$ cat src/rtl/bnn_argmax_ctrl_if.sv
// Handshake bundle for bnn_argmax_ctrl: popcount snapshot input and the
// one-beat class-index AXI-stream output. master = the controller side.
interface bnn_argmax_ctrl_if #(
  parameter int NUM_CLASSES      = 10,
  parameter int COUNT_WIDTH      = 32,
  parameter int OUTPUT_BUS_WIDTH = 8
);
  logic [COUNT_WIDTH-1:0]        count_in [NUM_CLASSES];
  logic                          count_valid;
  logic                          count_ready;
  logic                          data_out_valid;
  logic                          data_out_ready;
  logic [OUTPUT_BUS_WIDTH-1:0]   data_out_data;
  logic [OUTPUT_BUS_WIDTH/8-1:0] data_out_keep;
  logic                          data_out_last;

  modport master (
    input  count_in, count_valid, data_out_ready,
    output count_ready, data_out_valid, data_out_data, data_out_keep, data_out_last
  );

  modport slave (
    output count_in, count_valid, data_out_ready,
    input  count_ready, data_out_valid, data_out_data, data_out_keep, data_out_last
  );
endinterface

$ cat src/rtl/bnn_argmax_ctrl.sv
// Sequential argmax over a captured popcount snapshot, result emitted as a one-beat stream packet.
// Define BNN_ARGMAX_DUAL_COMPARE_EN to scan two entries per SCAN cycle.
//
// state | meaning
// IDLE  | ready for a new count vector (count_ready=1)
// SCAN  | walking the snapshot with the shared comparator
// OUT   | holding the winning class index on the output stream
module bnn_argmax_ctrl #(
  parameter int NUM_CLASSES       = 10,
  parameter int COUNT_WIDTH       = 32,
  parameter int OUTPUT_DATA_WIDTH = 4,
  parameter int OUTPUT_BUS_WIDTH  = 8
) (
  input  logic               clk,
  input  logic               rst,
  bnn_argmax_ctrl_if.master  io,
  output logic               busy
);
  localparam int IDX_W = $clog2(NUM_CLASSES + 1);
`ifdef BNN_ARGMAX_DUAL_COMPARE_EN
  localparam int STEP = 2;
`else
  localparam int STEP = 1;
`endif

  if (NUM_CLASSES < 1) begin : g_chk_nc
    $fatal(1, "bnn_argmax_ctrl: NUM_CLASSES must be >= 1");
  end
  if (OUTPUT_DATA_WIDTH < 1 || OUTPUT_DATA_WIDTH < $clog2(NUM_CLASSES)) begin : g_chk_odw
    $fatal(1, "bnn_argmax_ctrl: OUTPUT_DATA_WIDTH too small for NUM_CLASSES");
  end
  if ((OUTPUT_BUS_WIDTH % 8) != 0 || OUTPUT_BUS_WIDTH < OUTPUT_DATA_WIDTH) begin : g_chk_obw
    $fatal(1, "bnn_argmax_ctrl: OUTPUT_BUS_WIDTH must be a multiple of 8 and >= OUTPUT_DATA_WIDTH");
  end

  typedef enum logic [1:0] {IDLE, SCAN, OUT} state_t;
  state_t state, state_nxt;

  logic [COUNT_WIDTH-1:0]       snap [NUM_CLASSES];
  logic [COUNT_WIDTH-1:0]       best_val;
  logic [OUTPUT_DATA_WIDTH-1:0] best_idx;
  logic [IDX_W-1:0]             scan_idx;

  logic                         accept;
  logic                         scan_last;
  logic [COUNT_WIDTH-1:0]       cand_val;
  logic [OUTPUT_DATA_WIDTH-1:0] cand_idx;
`ifdef BNN_ARGMAX_DUAL_COMPARE_EN
  logic [COUNT_WIDTH-1:0]       lo_val;
  logic [COUNT_WIDTH-1:0]       hi_val;
  logic                         hi_ok;
`endif

  assign accept = (state == IDLE) && io.count_valid;

  // Candidate for this SCAN cycle; index select is a mux so scan_idx can run one past the end.
  always_comb begin
    cand_val = '0;
    cand_idx = '0;
`ifdef BNN_ARGMAX_DUAL_COMPARE_EN
    lo_val = '0;
    hi_val = '0;
    hi_ok  = 1'b0;
    for (int j = 0; j < NUM_CLASSES; j++) begin
      if (IDX_W'(j) == scan_idx) lo_val = snap[j];
      if (IDX_W'(j) == scan_idx + IDX_W'(1)) begin
        hi_val = snap[j];
        hi_ok  = 1'b1;
      end
    end
    if (hi_ok && (hi_val > lo_val)) begin
      cand_val = hi_val;
      cand_idx = OUTPUT_DATA_WIDTH'(scan_idx + IDX_W'(1));
    end else begin
      cand_val = lo_val;
      cand_idx = OUTPUT_DATA_WIDTH'(scan_idx);
    end
    scan_last = (int'(scan_idx) >= NUM_CLASSES - 2);
`else
    for (int j = 0; j < NUM_CLASSES; j++) begin
      if (IDX_W'(j) == scan_idx) cand_val = snap[j];
    end
    cand_idx  = OUTPUT_DATA_WIDTH'(scan_idx);
    scan_last = (int'(scan_idx) >= NUM_CLASSES - 1);
`endif
  end

  always_ff @(posedge clk) begin
    if (rst) state <= IDLE;
    else     state <= state_nxt;
  end

  always_comb begin
    state_nxt = state;
    case (state)
      IDLE: if (accept) state_nxt = (NUM_CLASSES == 1) ? OUT : SCAN;
      SCAN: if (scan_last) state_nxt = OUT;
      OUT:  if (io.data_out_ready) state_nxt = IDLE;
      default: state_nxt = IDLE;
    endcase
  end

  always_comb begin
    io.count_ready    = (state == IDLE);
    io.data_out_valid = (state == OUT);
    io.data_out_last  = (state == OUT);
    io.data_out_keep  = (state == OUT) ? '1 : '0;
    io.data_out_data  = (state == OUT) ? OUTPUT_BUS_WIDTH'(best_idx) : '0;
    busy              = (state != IDLE);
  end

  always_ff @(posedge clk) begin
    if (!rst && accept) begin
      for (int j = 0; j < NUM_CLASSES; j++) snap[j] <= io.count_in[j];
    end
  end

  // Strict greater-than keeps the earlier index on ties.
  always_ff @(posedge clk) begin
    if (rst) begin
      best_val <= '0;
      best_idx <= '0;
      scan_idx <= '0;
    end else if (accept) begin
      best_val <= io.count_in[0];
      best_idx <= '0;
      scan_idx <= IDX_W'(1);
    end else if (state == SCAN) begin
      if (cand_val > best_val) begin
        best_val <= cand_val;
        best_idx <= cand_idx;
      end
      scan_idx <= scan_idx + IDX_W'(STEP);
    end
  end
endmodule

$ cat src/flat_wrapper.sv
// flat-port wrapper written by rule: the top's interface ports become plain ports
module bnn_argmax_ctrl_flat 
#(
  parameter int NUM_CLASSES       = 10,
  parameter int COUNT_WIDTH       = 32,
  parameter int OUTPUT_DATA_WIDTH = 4,
  parameter int OUTPUT_BUS_WIDTH  = 8
)
  (clk, rst, busy, io_count_in, io_count_valid, io_data_out_ready, io_count_ready, io_data_out_valid, io_data_out_data, io_data_out_keep, io_data_out_last);
  bnn_argmax_ctrl_if #(.NUM_CLASSES(NUM_CLASSES), .COUNT_WIDTH(COUNT_WIDTH), .OUTPUT_BUS_WIDTH(OUTPUT_BUS_WIDTH)) io_i ();
  input  logic clk;
  input  logic rst;
  output logic busy;
  input wire logic [$bits(io_i.count_in)-1:0] io_count_in;
  input wire logic [$bits(io_i.count_valid)-1:0] io_count_valid;
  input wire logic [$bits(io_i.data_out_ready)-1:0] io_data_out_ready;
  output wire logic [$bits(io_i.count_ready)-1:0] io_count_ready;
  output wire logic [$bits(io_i.data_out_valid)-1:0] io_data_out_valid;
  output wire logic [$bits(io_i.data_out_data)-1:0] io_data_out_data;
  output wire logic [$bits(io_i.data_out_keep)-1:0] io_data_out_keep;
  output wire logic [$bits(io_i.data_out_last)-1:0] io_data_out_last;
  assign io_i.count_in = {>>{io_count_in}};
  assign io_i.count_valid = io_count_valid;
  assign io_i.data_out_ready = io_data_out_ready;
  assign io_count_ready = io_i.count_ready;
  assign io_data_out_valid = io_i.data_out_valid;
  assign io_data_out_data = io_i.data_out_data;
  assign io_data_out_keep = io_i.data_out_keep;
  assign io_data_out_last = io_i.data_out_last;
  bnn_argmax_ctrl #(.NUM_CLASSES(NUM_CLASSES), .COUNT_WIDTH(COUNT_WIDTH), .OUTPUT_DATA_WIDTH(OUTPUT_DATA_WIDTH), .OUTPUT_BUS_WIDTH(OUTPUT_BUS_WIDTH)) u_core (.clk(clk), .rst(rst), .io(io_i), .busy(busy));
endmodule
$ cat config.mk
export PLATFORM = sky130hd
export DESIGN_NAME = bnn_argmax_ctrl_flat
export DESIGN_NICKNAME = d
export VERILOG_FILES = /design/src/rtl/bnn_argmax_ctrl_if.sv /design/src/rtl/bnn_argmax_ctrl.sv /design/src/flat_wrapper.sv
export SDC_FILE = /design/constraint.sdc
export NUM_CORES = 1
export LEC_CHECK = 0
export CAP_MARGIN = 15
export CORE_MARGIN = 2
export CORE_UTILIZATION = 45
export DETAILED_ROUTE_END_ITERATION = 6
export PLACE_DENSITY = 0.72
export RECOVER_POWER = 25
export SLEW_MARGIN = 10
export SYNTH_ARGS = -nofsm -noshare
export SYNTH_HDL_FRONTEND = slang
export SYNTH_SLANG_ARGS = --single-unit
$ cat constraint.sdc
create_clock -name clk -period 14.6 [get_ports clk]
set_input_delay 2.92 -clock clk [delete_from_list [all_inputs] [get_ports clk]]
set_output_delay 2.92 -clock clk [all_outputs]
set_load 0.03 [all_outputs]
== Word level (Yosys, flattened, before mapping) ==
Memories as Yosys holds them, arrays and structs flattened.
Cells that the tools add are included.
Word-level totals
  bits in registers: 42
  RAM bits: 320
  bits of input ports: 324
  output and inout bits: 13
  logic and storage cells: 58
  memories: 1
Cells by class
  add/subtract/negate cells: 1
  order comparisons: 2
  equality and inequality tests: 14
  mux-type cells: 23
  reduce and logical (&&, ||, !) cells: 12
Memory list
  u_core.snap: words 10, bits a word 32, read ports 10, clocked after Yosys merged registers in 0, write ports 10, RTL line bnn_argmax_ctrl.sv:39  | logic [COUNT_WIDTH-1:0] snap [NUM_CLASSES];
Operators with widths (count)
  2-to-1 mux 32 bit: 13
  > comparator 32 bit: 1
  == test 3 x 4 -> 1 bit, first input constant: 4
  == test 2 x 4 -> 1 bit, first input constant: 2
  == test 4 bit, first input constant: 2
  2-to-1 mux 2 bit: 3
  one-hot mux 2 bit (3 select lines): 1
  nonzero test 2 bit: 3
  2-to-1 mux 1 bit: 5
  adder 4 x 1 -> 4 bit, second input constant: 1
  == test 1 x 4 -> 1 bit, first input constant: 1
  greater-or-equal comparator 4 bit, second input constant: 1
  zero test 4 bit: 1
  2-to-1 mux 4 bit: 1
  != test 2 x 1 -> 1 bit, second input constant: 2
  AND reduction 2 bit: 2
  AND reduction 3 bit: 1
  == test 2 x 1 -> 1 bit, second input constant: 1
  == test 2 bit, second input constant: 1
  logical AND 1 bit: 2
  zero test 2 bit: 1
  != test 2 bit, second input constant: 1
  OR reduction 2 bit: 1
  zero test 1 bit: 1

== Logic depth before layout (Yosys ltp) ==
  depth in word-level cells: 15
  depth in mapped cells: 19
  mapped depth without buffers: 15

== Worst setup path before layout ==
No wires, ideal clock.
  path type: input-to-reg
  start: input rst
  end: register u_core.best_val[1]
  setup time: 107 ps
  arrival: 13079 ps
  required time: 14493 ps
  setup slack: 1414 ps
  stages on the path: 5
  buffers on the path: 1
  cells stage by stage: inv_1 and3_1 clkbuf_1 a22oi_1 mux2i_1
RTL lines
  start: declaration: RTL line flat_wrapper.sv:12  | input logic rst;
  end signal: assignment: RTL line bnn_argmax_ctrl.sv:125  | best_val <= io.count_in[0];
  end signal: assignment: RTL line bnn_argmax_ctrl.sv:130  | best_val <= cand_val;
  end: declaration: RTL line bnn_argmax_ctrl.sv:40  | logic [COUNT_WIDTH-1:0] best_val;

== Worst setup path after layout ==
  start: register u_core.scan_idx[0], in the netlist u_core.cand_idx[0]
  end: register u_core.best_val[12]
Between the ends
  longest elaborated chain between the ends: 14
  elaborated cells on any way between the ends: 26
  classes of those cells: order compare (1); eq/ne (9); mux (13); reduce/logical (3)
RTL lines
  start: declaration: RTL line bnn_argmax_ctrl.sv:42  | logic [IDX_W-1:0] scan_idx;
  start signal: assignment: RTL line bnn_argmax_ctrl.sv:133  | scan_idx <= scan_idx + IDX_W'(STEP);
  zero test 4 bit: RTL line bnn_argmax_ctrl.sv:81  | if (IDX_W'(j) == scan_idx) cand_val = snap[j];
  2-to-1 mux 32 bit (9 in series): RTL line bnn_argmax_ctrl.sv:81
  2-to-1 mux 32 bit *: RTL line bnn_argmax_ctrl.sv:81
  > comparator 32 bit / 2-to-1 mux 32 bit (equally long branches): RTL line bnn_argmax_ctrl.sv:129  | if (cand_val > best_val) begin
  nonzero test 2 bit (no line) / 2-to-1 mux 32 bit (equally long branches)
  AND reduction 2 bit (no line) / 2-to-1 mux 32 bit (equally long branches)
Mark *: on every way between the ends. The rest lies on a longest branch, timed or not. The select of a mux whose other input is x is not followed.
A chain may end at the register's enable or synchronous reset.

==> summary.txt <==
Detailed routing
  – DR vias/cell: approximately 5.7
  – Drt first pass iters: 7
  – ANT nets after route: 0
  – Drt total wl: around 46,000 µm
  – WL/cell: between 20 and 25 µm
  – Initial DRC count: 1,001
  – Via Count: 11,700
  – DRC: 0

Pwr
  – Peak supply drop: around 110 µV
  – Power, Total: about 2.6 mW
  – Power Density: approximately 120 nW/µm²
  – LEAKAGE: 7.092 nW

Worst setup path
  – CP Max Fanout: 72
  – Crit-path most repeated cell: buf_4
  – Crit start category: register
  – CP Buf/Inv Count: 3
  – Slowest cell on the critical path: a31oi_4
  – Cell chain of the critical path: ha_4 > buf_4 > nand2b_1 > buf_4 > o22ai_1 > a221o_1 > a31oi_1 > ha_1 > nand4_1 > nor4_1 > nand3b_1 > a31oi_4 > nor2_2 > buf_4 > o41ai_1
  – Cell family with most CP delay: compound AO/OA/AOI/OAI gates
  – Worst Path Arrival: 6.25 ns
  – CP peak stage delay: just under 0.7 ns
  – Crit end category: register
  – Critical path class: reg2reg
  – WP data required: ~15 ns

Synthesis
  – Mapped cell area: ~16,000 µm²
  – Seq/Total Area, Yosys: 66.69%
  – Synth Warn #: 0
  – Flops & latches, synth: 362
  – Predominant post-synthesis flop cell: edfxtp_1
  – Post-synthesis cell type count: just over 60
  – Post-synth EDFFs: 320
  – Async SR Flop Fraction: 0%
  – Syn avg cell area: between 10 and 15 µm²
  – Mapped Cells: 1,249

GRT
  – Vias in the first global route: ~12,000
  – GRT Total Usage: around a quarter
  – Grt total ovfl: 0
  – First-pass GRT wire length: about 67,000 µm
  – Initial antenna violation count: 6
  – Largest net degree at the start of global routing: slightly below 90

Placed design
  – Placed cells: 1,962
  – I/O Buffers: approximately 330
  – GP Congestion: ~0.92
  – Post-DP HPWL: approximately 32,000 µm
  – Placed inst area: roughly 19,000 µm²

Timing
  – Final hold vios: 0
  – Post-layout minimum cycle time: 5.845 ns
  – Clk_skew: approximately 0.023 ns
  – Max Slew Vio Count: 0
  – Max_slew headroom: between 20% and 30%
  – Unrepaired setup endpoints after global routing: false
  – Fin Setup TNS: 0 ns
  – Fin crit share: between 40% and 50%
  – Final Setup Violations: 0
  – F_max: 0.1711 GHz
  – Tightest Pin Transition: 1.066 ns

Clock tree
  – Root Buffer: clkbuf_16
  – Post-cts sizing count: 0
  – Sink Count: 362
  – CTS buffer count: 40
  – Hold buffers post-CTS: 0
  – Clock Pin Slew Worst Setup and Hold Paths: around 0.06 ns
  – TritonCTS clock tree: done
  – CTS max path bufs: 3
  – H-tree depth: 2
  – # Post-CTS Setup Buffers: 0
  – Clock latency on the worst-skew pair: 0.55 ns

Cells and area
  – Commonest non-fill, non-tap cells in the layout: edfxtp_1, dlygate4sd3_1, clkdlybuf4s50_1
  – Fin nets: 1,912
  – Most common cell after layout, fill and taps aside: edfxtp_1
  – Fin area: just over 20,000 µm²
  – Layout cells sized above 1: about 6%
  – Layout fillers: 2,757
  – Area growth syn-to-layout: 32.24%
  – Fin cells: just over 2,000

Flow run
  – Max cap viols: 0

Floorplan
  – Num ports: around 340
  – CORE AREA: ~34,000 µm²
  – Die height: between 150 and 200 µm
  – Die Area: roughly 36,000 µm²
  – Die W: 190.6 µm
  – FP Rows: between 60 and 70
  – Starting Density: a little under half

Run status
  – Status: completed

Worst hold path
  – Min-delay worst type: reg2reg
-- registers in the layout (all words and copies together), names as in the netlist --
name,flops
u_core.best_val,32
u_core.state,2
u_core.best_idx,4
u_core.snap,320
u_core.cand_idx,4
-- final timing paths --
path	from	to	slack [ns]	cells past startpoint
max	u_core.cand_idx[0]	u_core.best_val[12]	8.76	15
min	u_core.best_idx[3]	u_core.best_idx[3]	0.49	2
max reg2reg	u_core.cand_idx[0]	u_core.best_val[12]	8.76	15
min reg2reg	u_core.best_idx[3]	u_core.best_idx[3]	0.49	2
-- area by class of cell --
class	count	area [µm²]	share of cell area [%]
diodes	4	10.01	0.04831
multi-input cells	751	4705	22.71
clock buffers	53	1080	5.211
inverters	43	161.4	0.7790
flip-flops and latches	362	10450	50.43
well taps	455	569.3	2.748
clock inverters	20	236.5	1.141
repair buffers	353	3508	16.93
-- per-stage QoR --
stage	utilization, %	hold slack (ns)	setup slack [ns]
6_report	60.13	0.4919	8.755
3_5_place_dp	56.12	0.4715	8.231
4_1_cts	59.94	0.4803	8.489
3_3_place_gp	56.12	0.4501	8.315
2_1_floorplan	-	0.4334	1.414
5_1_grt	60.12	0.5015	8.329
-- metal layers --
metal  vias to the layer above  GRT usage [%]  part of all wire, %
li1                       5409              -                    -
met1                      5624          30.89                   39
met2                       563          41.16                   49
met3                        98          5.263                  7.7
met4                         4          11.63                  4.3
met5                         -              0                0.075
-- power by group --
group	switching (mW)	internal [mW]	total, mW
registers	0.0157	1.18	1.20
clock network	0.404	0.610	1.01
logic	0.190	0.156	0.346
-- kinds of logic after synthesis --
kind of cell,after synthesis,synth area share (%)
AO/OA/AOI/OAI,340,15.24
multiplexers,3,0.1917
buffers and inverters,139,3.689
other,1,0.02393
flip-flops,362,66.69
adder cells (fa/ha/maj),37,2.955
XOR/XNOR,2,0.1118
AND/OR/NAND/NOR,365,11.09
-- worst register-to-register path, cell delays in order (launching register included) --
cell and delay (ns):
dfxtp_1 0.51, ha_4 0.40, buf_4 0.66, nand2b_1 0.20
buf_4 0.34, o22ai_1 0.14, a221o_1 0.37, a31oi_1 0.33
ha_1 0.22, nand4_1 0.19, nor4_1 0.58, nand3b_1 0.24
a31oi_4 0.69, nor2_2 0.22, buf_4 0.32, o41ai_1 0.32
-- synth_stat cells, drive strengths merged (5+ instances only) --
master | n | share of area (%)
o41ai | 27 | 1.6
nand2 | 79 | 1.9
nor2 | 153 | 3.7
a22oi | 5 | 0.24
a22o | 29 | 1.6
nor3 | 31 | 0.99
a31oi | 6 | 0.28
inv | 41 | 0.98
nand2b | 8 | 0.32
a211oi | 5 | 0.27
a221o | 34 | 2.2
nand3 | 5 | 0.16
and2 | 5 | 0.20
o22ai | 31 | 1.2
edfxtp | 320 | 61
nand3b | 30 | 1.4
nor2b | 8 | 0.32
a221oi | 27 | 1.5
or4 | 26 | 1.2
a21oi | 113 | 3.6
clkbuf | 64 | 1.5
dfxtp | 42 | 5.4
buf | 32 | 1.1
ha | 37 | 3.0
nand4 | 12 | 0.48
o21ai | 36 | 1.1
(Power assumes the default switching activity.)
